File: src/rtl/lag_vector_if.sv
// Bundle of the correlation beat stream and the packed lags output.
// The master side drives correlation beats. The slave side is the lag
// vector producer, which returns the packed lags, the strobe and the overrun flag.
interface lag_vector_if #(
  parameter int LAG_W  = 12,
  parameter int CORR_W = 32
);
  logic                     corr_valid;
  logic [1:0]               corr_pair;
  logic signed [LAG_W-1:0]  corr_lag;
  logic signed [CORR_W-1:0] corr_value;
  logic                     corr_last;
  logic [3*LAG_W-1:0]       lags_out;
  logic                     lags_valid;
  logic                     overrun;
  logic                     overrun_clr;

  modport master (
    output corr_valid, corr_pair, corr_lag, corr_value, corr_last, overrun_clr,
    input  lags_out, lags_valid, overrun
  );

  modport slave (
    input  corr_valid, corr_pair, corr_lag, corr_value, corr_last, overrun_clr,
    output lags_out, lags_valid, overrun
  );
endinterface

File: src/rtl/lag_vector_tx.sv
// Lag vector producer: one argmax tracker per microphone pair. When all three
// pairs have finished a frame, the block packs {lag2, lag1, lag0} into one word
// and raises a single-cycle valid strobe.
module lag_vector_tx #(
  parameter int LAG_W  = 12,
  parameter int CORR_W = 32
) (
  input  logic        clk,
  input  logic        reset,
  lag_vector_if.slave bus
);

  typedef enum logic {
    EMPTY    = 1'b0,
    TRACKING = 1'b1
  } tracker_state_e;

  tracker_state_e           state_q   [3];
  tracker_state_e           state_d   [3];
  logic signed [CORR_W-1:0] max_val_q [3];
  logic signed [CORR_W-1:0] max_val_d [3];
  logic signed [LAG_W-1:0]  max_lag_q [3];
  logic signed [LAG_W-1:0]  max_lag_d [3];
  logic signed [LAG_W-1:0]  result_q  [3];
  logic signed [LAG_W-1:0]  result_d  [3];
  logic [2:0]               done_q;
  logic [2:0]               done_d;
  logic [3*LAG_W-1:0]       lags_out_q;
  logic [3*LAG_W-1:0]       lags_out_d;
  logic                     lags_valid_q;
  logic                     lags_valid_d;
  logic                     overrun_q;
  logic                     overrun_d;

  logic                     emit_s;
  logic                     ovr_event_s;
  logic [2:0]               hit_s;
  logic signed [LAG_W-1:0]  fin_lag_s [3];

  // Next-state logic for the trackers, the done flags, the word emission and the overrun flag.
  always_comb begin
    emit_s      = &done_q;
    ovr_event_s = 1'b0;
    hit_s       = 3'b000;
    for (int p = 0; p < 3; p++) begin
      state_d[p]   = state_q[p];
      max_val_d[p] = max_val_q[p];
      max_lag_d[p] = max_lag_q[p];
      result_d[p]  = result_q[p];
      fin_lag_s[p] = max_lag_q[p];
      // An emitted word clears done. A completion in the same cycle re-arms done for the next word.
      done_d[p]    = emit_s ? 1'b0 : done_q[p];
      hit_s[p]     = bus.corr_valid && (bus.corr_pair == 2'(p));

      if (hit_s[p]) begin
        case (state_q[p])
          EMPTY: begin
            max_val_d[p] = bus.corr_value;
            max_lag_d[p] = bus.corr_lag;
            fin_lag_s[p] = bus.corr_lag;
          end
          TRACKING: begin
            // Strictly greater keeps the earliest lag on ties.
            if (bus.corr_value > max_val_q[p]) begin
              max_val_d[p] = bus.corr_value;
              max_lag_d[p] = bus.corr_lag;
              fin_lag_s[p] = bus.corr_lag;
            end else begin
              fin_lag_s[p] = max_lag_q[p];
            end
          end
          default: begin
            fin_lag_s[p] = max_lag_q[p];
          end
        endcase

        if (bus.corr_last) begin
          state_d[p]  = EMPTY;
          result_d[p] = fin_lag_s[p];
          done_d[p]   = 1'b1;
          if (done_q[p] && !emit_s) begin
            ovr_event_s = 1'b1;
          end else begin
            ovr_event_s = ovr_event_s;
          end
        end else begin
          state_d[p] = TRACKING;
        end
      end else begin
        state_d[p] = state_q[p];
      end
    end

    lags_valid_d = emit_s;
    if (emit_s) begin
      lags_out_d = {result_q[2], result_q[1], result_q[0]};
    end else begin
      lags_out_d = lags_out_q;
    end

    // A set in the same cycle as a clear takes priority over the clear.
    overrun_d = (overrun_q && !bus.overrun_clr) || ovr_event_s;
  end

  // State registers with asynchronous active-high reset.
  always_ff @(posedge clk or posedge reset) begin
    if (reset) begin
      for (int p = 0; p < 3; p++) begin
        state_q[p]   <= EMPTY;
        max_val_q[p] <= '0;
        max_lag_q[p] <= '0;
        result_q[p]  <= '0;
      end
      done_q       <= 3'b000;
      lags_out_q   <= '0;
      lags_valid_q <= 1'b0;
      overrun_q    <= 1'b0;
    end else begin
      for (int p = 0; p < 3; p++) begin
        state_q[p]   <= state_d[p];
        max_val_q[p] <= max_val_d[p];
        max_lag_q[p] <= max_lag_d[p];
        result_q[p]  <= result_d[p];
      end
      done_q       <= done_d;
      lags_out_q   <= lags_out_d;
      lags_valid_q <= lags_valid_d;
      overrun_q    <= overrun_d;
    end
  end

  assign bus.lags_out   = lags_out_q;
  assign bus.lags_valid = lags_valid_q;
  assign bus.overrun    = overrun_q;

endmodule

File: src/flat_wrapper.sv
// flat-port wrapper written by rule: the top's interface ports become plain ports
module lag_vector_tx_flat 
#(
  parameter int LAG_W  = 12,
  parameter int CORR_W = 32
)
  (clk, reset, bus_corr_valid, bus_corr_pair, bus_corr_lag, bus_corr_value, bus_corr_last, bus_overrun_clr, bus_lags_out, bus_lags_valid, bus_overrun);
  lag_vector_if #(.LAG_W(LAG_W), .CORR_W(CORR_W)) bus_i ();
  input  logic clk;
  input  logic reset;
  input wire logic [$bits(bus_i.corr_valid)-1:0] bus_corr_valid;
  input wire logic [$bits(bus_i.corr_pair)-1:0] bus_corr_pair;
  input wire logic [$bits(bus_i.corr_lag)-1:0] bus_corr_lag;
  input wire logic [$bits(bus_i.corr_value)-1:0] bus_corr_value;
  input wire logic [$bits(bus_i.corr_last)-1:0] bus_corr_last;
  input wire logic [$bits(bus_i.overrun_clr)-1:0] bus_overrun_clr;
  output wire logic [$bits(bus_i.lags_out)-1:0] bus_lags_out;
  output wire logic [$bits(bus_i.lags_valid)-1:0] bus_lags_valid;
  output wire logic [$bits(bus_i.overrun)-1:0] bus_overrun;
  assign bus_i.corr_valid = bus_corr_valid;
  assign bus_i.corr_pair = bus_corr_pair;
  assign bus_i.corr_lag = bus_corr_lag;
  assign bus_i.corr_value = bus_corr_value;
  assign bus_i.corr_last = bus_corr_last;
  assign bus_i.overrun_clr = bus_overrun_clr;
  assign bus_lags_out = bus_i.lags_out;
  assign bus_lags_valid = bus_i.lags_valid;
  assign bus_overrun = bus_i.overrun;
  lag_vector_tx #(.LAG_W(LAG_W), .CORR_W(CORR_W)) u_core (.clk(clk), .reset(reset), .bus(bus_i));
endmodule
File: config.mk
export PLATFORM = sky130hd
export DESIGN_NAME = lag_vector_tx_flat
export DESIGN_NICKNAME = d
export VERILOG_FILES = /design/src/rtl/lag_vector_if.sv /design/src/rtl/lag_vector_tx.sv /design/src/flat_wrapper.sv
export SDC_FILE = /design/constraint.sdc
export NUM_CORES = 1
export LEC_CHECK = 0
export CORE_UTILIZATION = 50
export DETAILED_ROUTE_END_ITERATION = 6
export PLACE_DENSITY = 0.75
export SYNTH_ARGS = -nofsm -noshare
export SYNTH_HDL_FRONTEND = slang
export SYNTH_SLANG_ARGS = --single-unit
export TNS_END_PERCENT = 50
File: constraint.sdc
create_clock -name clk -period 15.2 [get_ports clk]
set_clock_uncertainty 0.15 [all_clocks]
set_input_delay 3.04 -clock clk [delete_from_list [all_inputs] [get_ports clk]]
set_output_delay 3.04 -clock clk [all_outputs]
set_load 0.02 [all_outputs]
== Word-level counts from Yosys, hierarchy flattened ==
Cells that the tools add are included.
Word-level totals
  bits in registers: 212
  bits in latches: 0
  RAM bits: 0
  bits in read-only memories: 0
  bits of input ports: 51
  output and inout port bits: 38
  memories: 0
Operators by class
  $add $sub $neg: 0
  multiply operators: 0
  div/mod/pow operators: 0
  magnitude comparators: 3
  equal/unequal tests: 5
  shifts and indexed selects: 0
  multiplexer cells: 31
  bitwise logic cells: 3
  reduce and logical (&&, ||, !) cells: 18
Operator list (number)
  $pmux W32 S2: 3
  $gt A32 B32 Y1: 3
  $mux W32: 3
  $pmux W12 S2: 3
  $mux W12: 3
  $mux W1: 19
  $reduce_and A2 Y1: 6
  $logic_and A1 B1 Y1: 7
  $ne A2 B2 Y1 const B: 3
  $not A1 Y1: 3
  $reduce_and A3 Y1: 1
  $eq A2 B1 Y1 const B: 1
  $eq A2 B2 Y1 const B: 1
  $logic_not A1 Y1: 2
  $logic_not A2 Y1: 1
  $logic_or A1 B1 Y1: 1

== Logic depth before layout (Yosys ltp) ==
Gate-level depths: netlist of the first run.
  depth in word-level cells: 13
  gate-level depth with buffers: 11
  depth with buffers taken out: 9

== Worst setup path before layout of the first run ==
OpenSTA, ideal clock, no wires.
  path type: input -> register
  start point: input port bus_corr_value[31]
  end point: register u_core.max_lag_q[0] (netlist bit)
  arrival time: 5.149 ns
  data required time: 14.925 ns
  slack: 9.776 ns
  cell stages on the path: 9
  path buffers: 1
  cell sequence: ha_1 > nand4_2 > nor4_2 > nand4_1 > a31oi_2 > o211ai_4 > nor3_4 > buf_6 > mux2_4
On the way
  longest elaborated chain between the ends: 3
RTL lines
  from (decl): line flat_wrapper.sv:14  | input wire logic [$bits(bus_i.corr_value)-1:0] bus_corr_value;
  $gt A32 B32 Y1: line lag_vector_tx.sv:64  | if (bus.corr_value > max_val_q[p]) begin
  $mux W12
  $pmux W12 S2
  to (signal, indexed assignment): line lag_vector_tx.sv:122  | max_lag_q[p] <= max_lag_d[p];
  to (decl): line lag_vector_tx.sv:22  | logic signed [LAG_W-1:0] max_lag_q [3];
No other way between the ends.
A chain may end at the register's enable or synchronous reset.

== Worst setup path in the final report of the first run ==
  start point: input port bus_corr_value[15]
  end point: register u_core.max_val_q[30] (netlist bit)
On the way
  longest elaborated chain between the ends: 3
RTL lines
  $gt A32 B32 Y1: line lag_vector_tx.sv:64
  $ne A2 B2 Y1 (no line)
  $reduce_and A2 Y1 (no line)
  to (signal, indexed assignment): line lag_vector_tx.sv:121  | max_val_q[p] <= max_val_d[p];
  to (decl): line lag_vector_tx.sv:20  | logic signed [CORR_W-1:0] max_val_q [3];
No other way between the ends.

==> results of run 1 <==
[registers in the layout, indices dropped and copies added (netlist names)]
signal and flops:
u_core.bus.lags_out 36, u_core.state_q 3, u_core.result_q 36, u_core.max_val_q 96, u_core.max_lag_q 36, u_core.bus.overrun 1, u_core.bus.lags_valid 1, u_core.done_q 3
[power breakdown]
part,switching (mW),total (mW),internal (mW),leakage [nW]
clock network,0.229,0.573,0.344,0.395
registers,0.147,0.986,0.839,2.57
logic,0.468,0.944,0.476,3.00
[critical path: stages]
cell and delay [ns]:
sky130_fd_sc_hd__clkdlybuf4s50_1 0.55, sky130_fd_sc_hd__ha_1 0.38, sky130_fd_sc_hd__nand4_1 0.15, sky130_fd_sc_hd__nor4_1 0.53
sky130_fd_sc_hd__o21ai_0 0.21, sky130_fd_sc_hd__a31oi_2 0.26, sky130_fd_sc_hd__o211ai_4 0.29, sky130_fd_sc_hd__nor3_4 1.01
sky130_fd_sc_hd__buf_4 0.64, sky130_fd_sc_hd__mux2_2 0.40
[Yosys cell counts, drive strengths merged, types with 13 or more instances]
cell	count	area share (%)
a21oi	38	1.7
mux2	156	17
o21ai	27	1.2
buf	15	1.2
o211ai	27	2.1
nand2	111	3.8
o221ai	13	1.0
clkbuf	21	0.72
ha	96	11
nand4	20	1.2
nand3	42	1.9
inv	112	3.8
dfrtp	212	48
nor2	16	0.62
[per-stage QoR]
stage,setup WS (ns),area (µm²),total power [mW]
CTS,7.939,12820,2.525
finish,7.960,12830,2.503
global placement,7.514,12040,1.894
floorplan,6.216,10950,1.642
detailed placement,7.405,12040,1.936
global route,7.618,12830,2.686
[placed cells by master (no fill, tap or decap), types with 3 or more instances in the layout]
cell	n
sky130_fd_sc_hd__and2_0	3
sky130_fd_sc_hd__a2bb2oi_1	3
sky130_fd_sc_hd__nor4_1	4
sky130_fd_sc_hd__nand2_1	111
sky130_fd_sc_hd__clkdlybuf4s50_1	88
sky130_fd_sc_hd__nor2b_1	4
sky130_fd_sc_hd__inv_1	111
sky130_fd_sc_hd__o211ai_1	24
sky130_fd_sc_hd__nand2b_1	5
sky130_fd_sc_hd__dfrtp_1	212
sky130_fd_sc_hd__nand4_1	19
sky130_fd_sc_hd__nor2_1	15
sky130_fd_sc_hd__mux2_1	24
sky130_fd_sc_hd__a21o_1	6
sky130_fd_sc_hd__o221ai_1	13
sky130_fd_sc_hd__a221o_1	3
sky130_fd_sc_hd__ha_1	96
sky130_fd_sc_hd__o21ai_0	27
sky130_fd_sc_hd__clkbuf_1	4
sky130_fd_sc_hd__o21a_1	3
sky130_fd_sc_hd__a21oi_1	38
sky130_fd_sc_hd__clkinv_2	10
sky130_fd_sc_hd__a211o_1	3
sky130_fd_sc_hd__clkbuf_16	25
sky130_fd_sc_hd__buf_4	7
sky130_fd_sc_hd__mux2_2	92
sky130_fd_sc_hd__a221oi_1	3
sky130_fd_sc_hd__mux2_4	40
sky130_fd_sc_hd__nand3_1	41
sky130_fd_sc_hd__a31oi_1	3
[layout make-up]
class	instances	area [µm²]
antenna	1	2.502
tap	275	344.1
clock buffer	31	668.1
fill	1690	8394
sequential	212	5305
timing repair buffer	95	933.4
clock inverter	13	117.6
inverter	112	427.9
multi-input combinational	599	5027
[how the worst min path moves through the flow]
stage                            start                       to  slack, ns  depth (start not counted)
4_1_cts        u_core.bus.lags_out[33]  u_core.bus.lags_out[33]       0.34                          2
5_1_grt           u_core.max_lag_q[24]     u_core.max_lag_q[24]       0.35                          1
6_report       u_core.bus.lags_out[33]  u_core.bus.lags_out[33]       0.33                          2
3_3_place_gp   u_core.bus.lags_out[33]  u_core.bus.lags_out[33]       0.31                          2
2_1_floorplan     u_core.max_lag_q[24]     u_core.max_lag_q[24]       0.31                          1
3_5_place_dp   u_core.bus.lags_out[25]  u_core.bus.lags_out[25]       0.32                          2
[layer usage]
layer / up-vias / wire [µm]
met5: - / 0
met4: 0 / 387
met3: 32 / 993
met2: 136 / 11050
met1: 3626 / 10930
li1: 3528 / -
[kinds of logic (layout without fill, tap and decap cells)]
kind of cell	Yosys count	after routing
and+or+nand+nor	215	215
DFF	212	212
muxes	156	156
buffers and inverters	148	251
AOI/OAI and AO/OA	132	132
adders and majority gates	96	96
other	0	1
==> impl_results.html, run 1 <==
<table>
<tr><th>Metric</th><th>Value</th></tr>
<tr><th colspan="2">Outcome</th></tr>
<tr><td>Status</td><td>finished clean</td></tr>
<tr><th colspan="2">Logic synthesis</th></tr>
<tr><td>Prevailing post-synth register cell</td><td>sky130_fd_sc_hd__dfrtp_1</td></tr>
<tr><td>Fraction of the yosys area taken by sequential cells</td><td>48.44%</td></tr>
<tr><td>Xor/xnor share of the synthesized area</td><td>0%</td></tr>
<tr><td>Number of flops mapped to enable cells by yosys</td><td>0</td></tr>
<tr><td>Synthesized-area fraction occupied by ao, oa, aoi and oai cells</td><td>8.157%</td></tr>
<tr><td>Post-synth ARST share</td><td>100.0%</td></tr>
<tr><td>Yosys cell types</td><td>42</td></tr>
<tr><td>Number of synthesized register bits</td><td>212</td></tr>
<tr><td>Cell count after synthesis</td><td>959</td></tr>
<tr><td>Arithmetic-cell share of the synthesized area counting full adders, half adders and majority gates</td><td>10.97%</td></tr>
<tr><td>Simple-gate share of the synthesized area</td><td>9.254%</td></tr>
<tr><td>Post-Synthesis Cell Area</td><td>10,950 µm²</td></tr>
<tr><td>Average size of a mapped cell</td><td>11.42 µm²</td></tr>
<tr><td>Warning count from the yosys run</td><td>0</td></tr>
<tr><td>Dominant combinational cell family by area after synthesis</td><td>multiplexers</td></tr>
<tr><td>Multiplexer area fraction after synthesis</td><td>17.41%</td></tr>
<tr><td>Synth Net Count</td><td>1,106</td></tr>
<tr><th colspan="2">CTS</th></tr>
<tr><td>Sinks on the clock net</td><td>212</td></tr>
<tr><td>Post-cts gate resize count</td><td>0</td></tr>
<tr><td>Clk buf depth</td><td>3</td></tr>
<tr><td>Post-CTS setup-driven buffer insertion count</td><td>0</td></tr>
<tr><td>Clock transition time at the flip-flop clock pins of the worst setup and hold paths</td><td>0.06 ns</td></tr>
<tr><td>Clk root buf</td><td>sky130_fd_sc_hd__clkbuf_16</td></tr>
<tr><td>Worst-skew pair later-pin latency</td><td>0.51 ns</td></tr>
<tr><td>CTS tree</td><td>built</td></tr>
<tr><td>Number of buffers created by CTS</td><td>24</td></tr>
<tr><td>Hold-fix buffers, CTS</td><td>0</td></tr>
<tr><td>Number of H-tree levels</td><td>1</td></tr>
<tr><th colspan="2">Critical path</th></tr>
<tr><td>Length in cells of the worst reg-to-reg path</td><td>10</td></tr>
<tr><td>FF-to-FF End</td><td>u_core.max_val_q[30]</td></tr>
<tr><td>CP startpoint</td><td>bus_corr_value[15]</td></tr>
<tr><td>Crit Path Category</td><td>input pin to flop</td></tr>
<tr><td>Largest fanout on the critical path</td><td>28</td></tr>
<tr><td>Endpoint class of the critical path</td><td>flop</td></tr>
<tr><td>Required time of the critical path</td><td>15.45 ns</td></tr>
<tr><td>Critical Path Sink</td><td>u_core.max_val_q[30]</td></tr>
<tr><td>Critical register-to-register path startpoint</td><td>u_core.max_val_q[14]</td></tr>
<tr><td>Worst-case register-to-register setup slack</td><td>10.72 ns</td></tr>
<tr><td>Type of element launching the critical path</td><td>input pin</td></tr>
<tr><td>Data arrival time at the worst-slack endpoint</td><td>7.49 ns</td></tr>
<tr><th colspan="2">GRT</th></tr>
<tr><td>Layer with the highest usage after global routing</td><td>met2</td></tr>
<tr><td>Met2 track utilization from global routing</td><td>36.57%</td></tr>
<tr><td>GRT Residual Overflow</td><td>0</td></tr>
<tr><td>Global Route Usage Sum</td><td>22.08%</td></tr>
<tr><td>Pin count of the biggest net entering global routing</td><td>109</td></tr>
<tr><td>Met3 GRT Util</td><td>2.713%</td></tr>
<tr><td>Via count of the first global-routing pass</td><td>7,687</td></tr>
<tr><td>Wire length of the first global-routing pass</td><td>39,160 µm</td></tr>
<tr><td>Antenna violations before repair</td><td>1</td></tr>
<tr><td>Met1 layer usage reported by global route</td><td>30.71%</td></tr>
<tr><th colspan="2">Placement</th></tr>
<tr><td>Placer congestion estimate</td><td>0.8051</td></tr>
<tr><td>Hpwl dp</td><td>15,950 µm</td></tr>
<tr><td>Number of buffers inserted by port buffering</td><td>88</td></tr>
<tr><td>Dpl cells</td><td>1,293</td></tr>
<tr><th colspan="2">Die</th></tr>
<tr><td>Die outline area</td><td>22,500 µm²</td></tr>
<tr><td>Horizontal extent of the die</td><td>150 µm</td></tr>
<tr><td>Row count</td><td>53</td></tr>
<tr><td>Height of the chip</td><td>150 µm</td></tr>
<tr><td>Std-Cell Core Area</td><td>21,220 µm²</td></tr>
<tr><td>Initial cell density of the core</td><td>51.61%</td></tr>
<tr><td>Boundary Pins</td><td>89</td></tr>
<tr><th colspan="2">Cells and area</th></tr>
<tr><td>Layout cells sized above 1</td><td>18.08%</td></tr>
<tr><td>Final Instance Count excl. Fillers</td><td>1,338</td></tr>
<tr><td>Area growth from synthesis to final layout</td><td>17.11%</td></tr>
<tr><td>Number of nets in the layout</td><td>1,191</td></tr>
<tr><td>Final standard cell utilization of the core</td><td>60.44%</td></tr>
<tr><th colspan="2">Detailed routing</th></tr>
<tr><td>Post-detailed-route via-to-cell ratio</td><td>5.472</td></tr>
<tr><td>Post-Route WL</td><td>23,360 µm</td></tr>
<tr><td>Routed vias</td><td>7,322</td></tr>
<tr><td>Number of nets still failing antenna checks after routing</td><td>0</td></tr>
<tr><td>Average wire per cell in the routed design</td><td>17.46 µm</td></tr>
<tr><td>TritonRoute pass-1 iters</td><td>5</td></tr>
<tr><td>DRC violation count after routing</td><td>0</td></tr>
<tr><td>DR iter-0 viols</td><td>482</td></tr>
<tr><th colspan="2">STA</th></tr>
<tr><td>Setup repair after global routing missed its margin</td><td>false</td></tr>
<tr><td>Fmax</td><td>138.1 MHz</td></tr>
<tr><td>Final setup fails</td><td>0</td></tr>
<tr><td>Rel. slew slack</td><td>18.87%</td></tr>
<tr><td>Max Transition Viols Final</td><td>0</td></tr>
<tr><td>Final worst path period share</td><td>47.63%</td></tr>
<tr><td>Worst Hold Slack</td><td>0.3327 ns</td></tr>
<tr><td>Hold violation total from the final report</td><td>0</td></tr>
<tr><td>Tmin final</td><td>7.240 ns</td></tr>
<tr><td>Total Neg Setup Slack</td><td>0 ns</td></tr>
<tr><td>Slew of the pin with the lowest slew margin</td><td>1.213 ns</td></tr>
<tr><th colspan="2">Power and ir drop</th></tr>
<tr><td>Total power density per cell area</td><td>195.1 nW/µm²</td></tr>
<tr><td>Peak supply drop</td><td>0.08954 mV</td></tr>
<tr><td>Leak Pwr</td><td>5.969 nW</td></tr>
<tr><th colspan="2">Run</th></tr>
<tr><td>Max Cap Viol</td><td>0</td></tr>
<tr><th colspan="2">Hold path</th></tr>
<tr><td>Path category of the worst min-delay check</td><td>flop to flop</td></tr>
</table>
Power figures use the tool's default switching activity.
==> run 2: changes to the inputs <==
--- a/config.mk
+++ b/config.mk
@@ -7,7 +7,7 @@
 export LEC_CHECK = 0
 export CORE_UTILIZATION = 50
 export DETAILED_ROUTE_END_ITERATION = 6
-export PLACE_DENSITY = 0.75
+export PLACE_DENSITY = 0.78
 export SYNTH_ARGS = -nofsm -noshare
 export SYNTH_HDL_FRONTEND = slang
 export SYNTH_SLANG_ARGS = --single-unit
==> constraint.sdc (replaced) <==
create_clock -name clk -period 6.2 [get_ports clk]
set_clock_uncertainty 0.15 [all_clocks]
set_input_delay 1.24 -clock clk [delete_from_list [all_inputs] [get_ports clk]]
set_output_delay 1.24 -clock clk [all_outputs]
set_load 0.02 [all_outputs]
==> impl_results.html, run 2 (same netlist as run 1, synthesis figures left out) <==
<table>
<tr><th>Metric</th><th>Value</th></tr>
<tr><th colspan="2">Outcome</th></tr>
<tr><td>Status</td><td>finished clean (unchanged)</td></tr>
<tr><th colspan="2">Cells and area</th></tr>
<tr><td>Number of flip-flops in the largest register</td><td>96 (unchanged)</td></tr>
<tr><td>Final standard cell utilization of the core</td><td>60.94% (was 60.44%)</td></tr>
<tr><td>Area growth from synthesis to final layout</td><td>18.09% (was 17.11%)</td></tr>
<tr><td>Antenna diodes</td><td>0 (was 1)</td></tr>
<tr><td>Most frequent cells in the layout</td><td>212 x sky130_fd_sc_hd__dfrtp_1, 111 x sky130_fd_sc_hd__nand2_1, 111 x sky130_fd_sc_hd__inv_1, 96 x sky130_fd_sc_hd__ha_1, 92 x sky130_fd_sc_hd__mux2_2 (unchanged)</td></tr>
<tr><td>Most common cell after layout, fill and taps aside</td><td>sky130_fd_sc_hd__dfrtp_1 (unchanged)</td></tr>
<tr><td>Register with the most flip-flops</td><td>u_core.max_val_q (unchanged)</td></tr>
<tr><td>Number of nets in the layout</td><td>1,194 (was 1,191)</td></tr>
<tr><td>Layout cells sized above 1</td><td>18.12% (was 18.08%)</td></tr>
<tr><th colspan="2">Detailed routing</th></tr>
<tr><td>Routed vias</td><td>7,400 (was 7,322)</td></tr>
<tr><td>DR top layer</td><td>met4 (unchanged)</td></tr>
<tr><td>DRC violation count after routing</td><td>0 (unchanged)</td></tr>
<tr><td>Met2 wire len</td><td>11,050 µm (about the same)</td></tr>
<tr><td>M1 WL</td><td>10,770 µm (was 10,930 µm)</td></tr>
<tr><td>Post-Route WL</td><td>23,170 µm (was 23,360 µm)</td></tr>
<tr><td>TritonRoute pass-1 iters</td><td>4 (was 5)</td></tr>
<tr><td>Number of nets still failing antenna checks after routing</td><td>0 (unchanged)</td></tr>
<tr><td>DR iter-0 viols</td><td>343 (was 482)</td></tr>
<tr><td>Met3 WL</td><td>866 µm (was 993 µm)</td></tr>
<tr><td>Average wire per cell in the routed design</td><td>17.29 µm (was 17.46 µm)</td></tr>
<tr><td>Post-detailed-route via-to-cell ratio</td><td>5.522 (was 5.472)</td></tr>
<tr><th colspan="2">Hold path</th></tr>
<tr><td>Hold Path Cell Cnt</td><td>2 (unchanged)</td></tr>
<tr><td>Path category of the worst min-delay check</td><td>flop to flop (unchanged)</td></tr>
<tr><td>Hold wc startpoint</td><td>u_core.bus.lags_out[25] (was u_core.bus.lags_out[33])</td></tr>
<tr><td>Worst Hold End</td><td>u_core.bus.lags_out[25] (was u_core.bus.lags_out[33])</td></tr>
<tr><th colspan="2">Power and ir drop</th></tr>
<tr><td>Portion of total power attributed to combinational logic</td><td>37.4% (was 37.7%)</td></tr>
<tr><td>Total power density per cell area</td><td>483.3 nW/µm² (was 195.1 nW/µm²)</td></tr>
<tr><td>Peak supply drop</td><td>0.2819 mV (was 0.08954 mV)</td></tr>
<tr><td>Switching fraction of total power</td><td>33.29% (was 33.72%)</td></tr>
<tr><td>Clock group share of total power</td><td>23.9% (was 22.9%)</td></tr>
<tr><td>Leak Pwr</td><td>6.004 nW (was 5.969 nW)</td></tr>
<tr><td>P_int</td><td>4.169 mW (was 1.659 mW)</td></tr>
<tr><td>Net switching component of the power</td><td>2.081 mW (was 843.8 µW)</td></tr>
<tr><td>Flop pwr share</td><td>38.7% (was 39.4%)</td></tr>
<tr><th colspan="2">Placement</th></tr>
<tr><td>Hpwl dp</td><td>15,880 µm (was 15,950 µm)</td></tr>
<tr><td>Number of buffers inserted by port buffering</td><td>88 (unchanged)</td></tr>
<tr><td>Placer congestion estimate</td><td>0.7971 (was 0.8051)</td></tr>
<tr><th colspan="2">Die</th></tr>
<tr><td>Horizontal extent of the die</td><td>150 µm (unchanged)</td></tr>
<tr><td>Initial cell density of the core</td><td>51.61% (unchanged)</td></tr>
<tr><td>Row count</td><td>53 (unchanged)</td></tr>
<tr><td>Height of the chip</td><td>150 µm (unchanged)</td></tr>
<tr><td>Die outline area</td><td>22,500 µm² (unchanged)</td></tr>
<tr><td>Std-Cell Core Area</td><td>21,220 µm² (unchanged)</td></tr>
<tr><td>Boundary Pins</td><td>89 (unchanged)</td></tr>
<tr><th colspan="2">Critical path</th></tr>
<tr><td>Worst-case register-to-register setup slack</td><td>2.28 ns (was 10.72 ns)</td></tr>
<tr><td>Length in cells of the worst reg-to-reg path</td><td>10 (unchanged)</td></tr>
<tr><td>Critical register-to-register path startpoint</td><td>u_core.max_val_q[63] (was u_core.max_val_q[14])</td></tr>
<tr><td>Endpoint class of the critical path</td><td>flop (unchanged)</td></tr>
<tr><td>Required time of the critical path</td><td>6.44 ns (was 15.45 ns)</td></tr>
<tr><td>Data arrival time at the worst-slack endpoint</td><td>5.14 ns (was 7.49 ns)</td></tr>
<tr><td>Crit Path Category</td><td>input pin to flop (unchanged)</td></tr>
<tr><td>FF-to-FF End</td><td>u_core.max_val_q[46] (was u_core.max_val_q[30])</td></tr>
<tr><td>Type of element launching the critical path</td><td>input pin (unchanged)</td></tr>
<tr><td>Largest fanout on the critical path</td><td>25 (was 28)</td></tr>
<tr><th colspan="2">STA</th></tr>
<tr><td>Setup repair after global routing missed its margin</td><td>false (unchanged)</td></tr>
<tr><td>Hold violation total from the final report</td><td>0 (unchanged)</td></tr>
<tr><td>Slew of the pin with the lowest slew margin</td><td>1.208 ns (was 1.213 ns)</td></tr>
<tr><td>Fmax</td><td>204.3 MHz</td></tr>
<tr><td>Final setup fails</td><td>0 (unchanged)</td></tr>
<tr><td>Rel. slew slack</td><td>19.48% (was 18.87%)</td></tr>
<tr><td>Max Transition Viols Final</td><td>0 (unchanged)</td></tr>
<tr><td>Final worst path period share</td><td>78.96%</td></tr>
<tr><td>Total Neg Setup Slack</td><td>0 ns (unchanged)</td></tr>
<tr><td>Tmin final</td><td>4.896 ns</td></tr>
<tr><th colspan="2">CTS</th></tr>
<tr><td>Post-cts gate resize count</td><td>0 (unchanged)</td></tr>
<tr><td>Number of H-tree levels</td><td>1 (unchanged)</td></tr>
<tr><td>Clk buf depth</td><td>3 (unchanged)</td></tr>
<tr><td>Number of buffers created by CTS</td><td>25 (was 24)</td></tr>
<tr><td>Clock transition time at the flip-flop clock pins of the worst setup and hold paths</td><td>0.06 ns (about the same)</td></tr>
<tr><td>Hold-fix buffers, CTS</td><td>0 (unchanged)</td></tr>
<tr><td>Clk root buf</td><td>sky130_fd_sc_hd__clkbuf_16 (unchanged)</td></tr>
<tr><td>Sinks on the clock net</td><td>212 (unchanged)</td></tr>
<tr><td>Worst-skew pair later-pin latency</td><td>0.51 ns (about the same)</td></tr>
<tr><td>CTS tree</td><td>built (unchanged)</td></tr>
<tr><td>Post-CTS setup-driven buffer insertion count</td><td>0 (unchanged)</td></tr>
<tr><th colspan="2">GRT</th></tr>
<tr><td>Wire length of the first global-routing pass</td><td>38,450 µm (was 39,160 µm)</td></tr>
<tr><td>Global Route Usage Sum</td><td>21.49% (was 22.08%)</td></tr>
<tr><td>Via count of the first global-routing pass</td><td>7,490 (was 7,687)</td></tr>
<tr><td>Antenna violations before repair</td><td>0 (was 1)</td></tr>
<tr><td>Pin count of the biggest net entering global routing</td><td>122 (was 109)</td></tr>
<tr><td>GRT Residual Overflow</td><td>0 (unchanged)</td></tr>
<tr><th colspan="2">Run</th></tr>
<tr><td>Max Cap Viol</td><td>0 (unchanged)</td></tr>
</table>
-- run 2: cell types whose count changed in the layout (fill, tap and decap cells not counted), sizes merged --
cell      change
diode         -1
clkinvlp      +1
buf           +2
clkinv        -4
bufinv        +2
clkbuf        +2
-- run 2: worst max path at each step --
| stage | from | end | slack [ns] | cells after the start |
|---|---|---|---|---|
| global route | bus_corr_value[31] | u_core.max_val_q[46] | 1.06 | 10 |
| finish | bus_corr_value[31] | u_core.max_val_q[46] | 1.30 | 10 |
| global placement | bus_corr_value[31] | u_core.max_val_q[45] | 1.01 | 10 |
| CTS | bus_corr_value[31] | u_core.max_val_q[46] | 1.36 | 10 |
| detailed placement | bus_corr_value[31] | u_core.max_val_q[46] | 0.90 | 10 |
| floorplan | reset | u_core.bus.lags_out[0] | 2.05 | 1 |
-- run 2: layout make-up --
cell class | instances | area, µm²
inverter | 112 | 424.2
tap | 275 | 344.1
clock inverter | 12 | 170.2
fill | 1680 | 8288
clock buffer | 33 | 675.6
timing repair buffer | 97 | 985.9
multi-input combinational | 599 | 5027
sequential | 212 | 5305
-- run 2: per-layer routing --
metal | vias to the layer above | global-route usage (%)
met5 | - | 0
met4 | 0 | 6.364
met3 | 37 | 3.079
met2 | 150 | 35.19
met1 | 3700 | 29.59
li1 | 3513 | -
-- run 2: power by group through the flow --
stage	Combinational [mW]	Clock (mW)	Sequential, mW
global route	2.61	1.58	2.50
finish	2.34	1.50	2.42
detailed placement	2.33	0	2.43
floorplan	1.57	0	2.46
global placement	2.23	0	2.40
CTS	2.35	1.52	2.42
-- run 2: through the flow --
step                      hold slack, ns  instances  power [mW]  worst slack (ns)  cell area (µm²)
after floorplan                   0.3077        959       4.027             2.054            10960
final                             0.3295       1340       6.250             1.304            12930
after detailed placement          0.3196       1295       4.756            0.9045            12090
after CTS                         0.3327       1340       6.294             1.358            12930
after global routing              0.3444       1340       6.683             1.062            12930
after global placement            0.3114       1295       4.625             1.011            12090
-- run 2: worst max-delay path, stage by stage --
cell and delay, ns:
sky130_fd_sc_hd__clkdlybuf4s50_1 0.55, sky130_fd_sc_hd__ha_1 0.44, sky130_fd_sc_hd__nand4_1 0.17, sky130_fd_sc_hd__nor4_1 0.44, sky130_fd_sc_hd__nand4_1 0.24, sky130_fd_sc_hd__a31oi_1 0.31
sky130_fd_sc_hd__o211ai_2 0.50, sky130_fd_sc_hd__nor2_4 0.58, sky130_fd_sc_hd__buf_4 0.30, sky130_fd_sc_hd__mux2_2 0.36
